[config.mk]
export PLATFORM = sky130hd
export DESIGN_NAME = alu_seq
export DESIGN_NICKNAME = d
export VERILOG_FILES = /design/src/rtl/alu_seq.sv
export SDC_FILE = /design/constraint.sdc
export NUM_CORES = 1
export LEC_CHECK = 0
export CORE_UTILIZATION = 30
export CTS_CLUSTER_SIZE = 25
export DETAILED_ROUTE_END_ITERATION = 7
export GPL_TIMING_DRIVEN = 1
export REMOVE_ABC_BUFFERS = 1
export SYNTH_ARGS = -nofsm -noshare
export SYNTH_HDL_FRONTEND = slang
export SYNTH_SLANG_ARGS = --single-unit
[constraint.sdc]
create_clock -name clk -period 1.7 [get_ports clk]
set_input_delay 0.17 -clock clk [delete_from_list [all_inputs] [get_ports clk]]
set_output_delay 0.17 -clock clk [all_outputs]
set_load 0.02 [all_outputs]
[src/rtl/alu_seq.sv]
// Sequencer driving an external combinational ALU from an 8 x 16-bit register file.
// Optional `ALU_SEQ_DBG_READ_EN adds a combinational register read port (dbg_addr/dbg_data).
module alu_seq (
`ifdef ALU_SEQ_DBG_READ_EN
  input  logic [2:0]  dbg_addr,
  output logic [15:0] dbg_data,
`endif
  input  logic        clk,
  input  logic        reset,
  input  logic        start,
  input  logic        ld,
  input  logic [3:0]  op,
  input  logic [2:0]  dst,
  input  logic [2:0]  src_r,
  input  logic [2:0]  src_s,
  input  logic [15:0] imm,
  output logic [15:0] alu_r,
  output logic [15:0] alu_s,
  output logic [3:0]  alu_op,
  input  logic [15:0] alu_y,
  input  logic        alu_n,
  input  logic        alu_z,
  input  logic        alu_c,
  output logic        busy,
  output logic        done,
  output logic [15:0] result,
  output logic        flag_n,
  output logic        flag_z,
  output logic        flag_c
);

  typedef enum logic [1:0] {IDLE, FETCH, EXEC, LOAD} state_t;

  // Handshake: start is sampled only while IDLE (busy=0); done pulses for one cycle per
  // accepted command, and a start seen alongside done is accepted because state is IDLE then.
  state_t      state;
  logic [15:0] regs [8];
  logic [3:0]  op_q;
  logic [2:0]  dst_q;
  logic [2:0]  src_r_q;
  logic [2:0]  src_s_q;
  logic [15:0] imm_q;

  always_ff @(posedge clk) begin
    if (reset) begin
      state   <= IDLE;
      for (int i = 0; i < 8; i++) regs[i] <= 16'h0000;
      op_q    <= 4'b0000;
      dst_q   <= 3'd0;
      src_r_q <= 3'd0;
      src_s_q <= 3'd0;
      imm_q   <= 16'h0000;
      alu_r   <= 16'h0000;
      alu_s   <= 16'h0000;
      alu_op  <= 4'b0000;
      result  <= 16'h0000;
      flag_n  <= 1'b0;
      flag_z  <= 1'b0;
      flag_c  <= 1'b0;
      done    <= 1'b0;
    end else begin
      done <= 1'b0;
      case (state)
        IDLE: begin
          if (start) begin
            op_q    <= op;
            dst_q   <= dst;
            src_r_q <= src_r;
            src_s_q <= src_s;
            imm_q   <= imm;
            state   <= ld ? LOAD : FETCH;
          end
        end
        FETCH: begin
          alu_r  <= regs[src_r_q];
          alu_s  <= regs[src_s_q];
          alu_op <= op_q;
          state  <= EXEC;
        end
        EXEC: begin
          regs[dst_q] <= alu_y;
          result      <= alu_y;
          flag_n      <= alu_n;
          flag_z      <= alu_z;
          flag_c      <= alu_c;
          done        <= 1'b1;
          state       <= IDLE;
        end
        LOAD: begin
          regs[dst_q] <= imm_q;
          result      <= imm_q;
          done        <= 1'b1;
          state       <= IDLE;
        end
        default: state <= IDLE;
      endcase
    end
  end

  assign busy = (state != IDLE);

`ifdef ALU_SEQ_DBG_READ_EN
  assign dbg_data = regs[dbg_addr];
`endif

endmodule

# Word level (Yosys, flattened, before mapping)
# Memory sizes are Yosys's and may differ from the RTL's. A register that Yosys moved wholly into a read port is not among the register bits.
# Cells that the tools add are included.
[totals]
latch_bits = 0
elab_cells = 41
input_bits = 52
register_bits = 55
memories = 1
out_inout_bits = 57
rom_bits = 0
ram_bits = 128
[mem_list]
columns = ["name", "words", "word_bits", "read_ports", "rd_clocked_by_memory_dff", "write_ports", "line_no", "source"]
rows = [
  ["regs", 8, 16, 2, 2, 8, "37", "logic [15:0] regs [8];"],
]
[op_classes]
bitwise = 1
n_addsub = 0
n_reduce_logical = 6
n_mul = 0
n_div = 0
n_eq_ne = 4
muxes = 17
order_cmp = 0
n_shift = 0
[ops]
columns = ["op", "count"]
rows = [
  ["16-bit 2-to-1 mux", 2],
  ["16-bit case mux with 2 select lines", 1],
  ["16-bit OR reduction", 1],
  ["1-bit 2-to-1 mux", 10],
  ["2-bit case mux with 3 select lines", 1],
  ["2-bit equality test (second input constant)", 2],
  ["2-bit 2-to-1 mux", 2],
  ["2-bit nonzero test", 2],
  ["3-bit 2-to-1 mux", 1],
  ["2-bit by 1-bit equality test with 1-bit output (second input constant)", 1],
  ["2-bit logical NOT", 1],
  ["2-bit != test (second input constant)", 1],
  ["2-bit AND reduction", 1],
  ["2-bit OR reduction", 1],
  ["1-bit bitwise OR", 1],
]

# Depth between registers and ports, before layout
[logic_depth]
depth_word = 7
depth_mapped = 6

# Worst setup path before layout
# OpenSTA, ideal clock, no wires.
[synth_path]
path_kind = "register to register"
start = "reg dst_q[0]"
end = "mem regs[5][0] (enable)"
stages_incl_launch_ff = 4
setup_ps = 375
t_required_ps = 1325
arrival_ps = 1263
n_path_buf = 0
path_slack_ps = 62
synth_period_minus_slack_ps = 1638
path_cell_list = "dfxtp_1 nor3b_1 nand3_1 nand2b_1"
[synth_lines]
columns = ["item", "line_no", "source"]
rows = [
  ["from (decl)", "39", "logic [2:0] dst_q;"],
  ["from (signal assigned)", "67", "dst_q <= dst;"],
  ["to (decl)", "37", ""],
]

# Final worst setup path
[layout_path]
start = "reg result[0]"
end = "out result[0]"
[layout_lines]
columns = ["item", "line_no", "source"]
rows = [
  ["from (decl)", "26", "output logic [15:0] result,"],
  ["from (signal assigned)", "82", "result <= alu_y;"],
  ["from (signal assigned)", "91", "result <= imm_q;"],
]
# No word-level cell between the ends.

==> impl_metrics.py <==
metrics = {
    "status": {
        "status": "completed",
    },
    "clock_network": {
        "h-tree-depth": 1,
        "clockBufferDepth": 3,
        "clk-insertion-delay-late_ns": 0.52,
        "postCtsSetupBuffers": 0,
        "cts.reportedPaths.clkPinSlew_ns": 0.06,
        "tritoncts": "built",
        "numCtsBuffers": 25,
        "clock_tree.root_cell": "clkbuf_16",
        "cts_sinks": 215,
    },
    "timing": {
        "fin_setup_tns_ns": 0,
        "max_slew_margin_pct": 39.76,
        "setup_violations": 0,
        "min_period_over_period_pct": 97.30,
        "report.final.slew_viol_count": 0,
        "rsz0062_at_grt": "false",
        "finClkSkew_ns": 0.01063,
        "fin_crit_ns": 1.654,
        "clock.fmax_ghz": 0.6045,
        "worstMarginPinSlew_ns": 0.9036,
        "finalHoldViolations": 0,
    },
    "global_route": {
        "grt.total_usage_pct": 17.29,
        "grt_max_degree": 81,
        "antenna_found_initial": 0,
        "grt_pass1_wl_um": 44190,
        "grt_overflow_total": 0,
        "first_global_vias": 7293,
    },
    "setup_path": {
        "cp_data_required_time_ns": 1.53,
        "path_class": "reg2out",
        "cp-end-kind": "primary output",
        "startpoint_type": "flop",
        "max_stage_delay_ns": 0.62,
        "startpoint": "result[0]",
        "path_max_fanout": 2,
        "worst-path-buf-inv": 1,
        "r2r_slack_ns": 0.08,
        "path_cells": "clkdlybuf4s50_1",
        "crit_arrival_ns": 1.48,
        "r2r-end": "regs[7][4]",
        "crit_family": "buffers and inverters",
        "r2r-start": "state[1]",
        "reg2reg_depth": 5,
        "crit_slowest_cell": "clkdlybuf4s50_1",
    },
    "worst_hold_path": {
        "holdPathEnd": "op_q[1]",
        "hold_start": "op[1]",
        "hp-class": "in2reg",
        "holdPathStages": 3,
    },
    "power": {
        "leakagePower_uw": 0.004541,
        "vdd_drop_max_mv": 0.6172,
        "power_density_mw_per_mm2": 1030,
    },
    "place": {
        "place.gp.congestion": 0.7919,
        "portBuffers": 108,
        "dp_hpwl_um": 18780,
        "dpl_cell_area_mm2": 0.01179,
    },
    "final_layout": {
        "multi_input_area_mm2": 0.004026,
        "drive_gt1_share_pct": 11.29,
        "finalNetCount": 1089,
        "area_delta_synth_final_pct": 27.93,
        "layout_common_cells": "nor2_1, mux2i_1, edfxtp_1, clkdlybuf4s50_1, dfxtp_1",
        "postLayoutCoreUtil_pct": 39.06,
        "seqCellArea_mm2": 0.005594,
        "antenna_cells": 0,
        "fill_cells": 3176,
        "finalInstanceArea_mm2": 0.01271,
        "mostFrequentLayoutCell": "nor2_1",
    },
    "yosys": {
        "synth_top_family_by_area": "multiplexers",
        "ys_types": 26,
        "synth_simple_gate_area_share_pct": 13.20,
        "postSynthCellCount": 909,
        "synth_seq_cells": 215,
        "synth_xor_area_share_pct": 0,
        "yosysSeqAreaShare_pct": 56.23,
        "syn_avg_cell_area_um2": 10.93,
        "syn_area_mm2": 0.009933,
        "synth_compound_area_share_pct": 9.371,
        "muxShareOfSynthArea_pct": 17.68,
        "synth_fa_ha_area_share_pct": 0,
        "ys_warn_count": 0,
    },
    "floorplanning": {
        "initial_core_util_pct": 30.53,
        "core_region_area_mm2": 0.03254,
        "die_h_um": 184.0,
        "io_pins": 109,
        "rows": 66,
        "die_x_um": 184.0,
        "dieArea_mm2": 0.03384,
    },
    "routing": {
        "antenna_left": 0,
        "finalWirelength_um": 29550,
        "drc": 0,
        "post_drt_wl_per_cell_um": 19.75,
        "dr.pass1.iters": 5,
        "first_iter_violations": 486,
        "routed_via_density": 5.000,
        "routed-via-count": 7480,
    },
    "flow_run": {
        "cap_violations": 0,
    },
}
## final cells by class
cell class              instances  area share (%)
multi-input cells             625           31.69
clock inverters                 9          0.7779
clock buffers                  35           5.701
well taps                     442           4.352
repair buffers                169           13.43
inverters                       1         0.02954
flip-flops and latches        215           44.02
## synthesized netlist by cell type (all sizes together)
cell type | count | share of area, %
nand2b | 10 | 0.63
nand4 | 1 | 0.063
clkbuf | 30 | 1.1
buf | 38 | 2.3
nor2 | 184 | 7.0
and2 | 3 | 0.19
a211oi | 16 | 1.2
nor3 | 34 | 1.7
a22oi | 64 | 4.8
nand2 | 71 | 2.8
nor3b | 1 | 0.076
and2b | 1 | 0.076
a21oi | 66 | 3.3
inv | 1 | 0.038
nand3 | 4 | 0.20
dfxtp | 87 | 18
nor2b | 6 | 0.45
mux2i | 163 | 18
edfxtp | 128 | 39
and3b | 1 | 0.088
## sequential cells by signal, summed over array words and instances, names as in the netlist, 2 cells and up
register and cells:
alu_op 4, alu_r 16, alu_s 16, dst_q 3, imm_q 16, op_q 4
regs 128, result 16, src_r_q 3, src_s_q 3, state 2
## report_power, final
group          internal [uW]  switching, uW  total [uW]  leakage (uW)
Clock                   3260           2120        5390      0.000407
Combinational            770            970        1740       0.00209
Sequential              5770            193        5970       0.00204
## cell families after synthesis
family / count (synthesis)
multiplexers: 163
flip-flops: 215
buffers and inverters: 69
AO/OA/AOI/OAI: 146
AND/OR/NAND/NOR: 316
## how the worst max path moves through the flow
stage / to / cells after the start
after global routing: result[0] / 1
after detailed placement: regs[7][4] / 5
after floorplan: alu_s[8] / 4
after CTS: result[14] / 1
final: result[0] / 1
after global placement: regs[7][3] / 5
## repair_timing
action                     CTS  global route
hold buffers                 1             0
setup endpoints to repair    2            10
gates resized for setup     10             9
gates cloned                 1             0
hold endpoints to repair     7             0
## per-stage QoR
step / setup WS, ns / instances / total power (uW) / hold slack, ns
2_1_floorplan: -1.372 / 841 / 6962 / 0.2391
3_3_place_gp: 0.07501 / 1450 / 7766 / 0.4199
5_1_grt: 0.002591 / 1496 / 13530 / 0.2101
3_5_place_dp: 0.02030 / 1450 / 7791 / 0.4311
4_1_cts: 0.003291 / 1496 / 13190 / 0.1850
6_report: 0.04585 / 1496 / 13090 / 0.2038
## routing by layer
layer / wire, um / part of all wire, % / up-vias / global-route usage, %
met3: 2182 / 7.4 / 57 / 3.110
met2: 12710 / 43 / 284 / 26.55
met4: 755 / 2.6 / 0 / 4.533
met5: 0 / 0 / - / 0
met1: 13900 / 47 / 3614 / 24.89
li1: - / - / 3525 / -
Note: power is estimated with default switching activity, not from simulation.
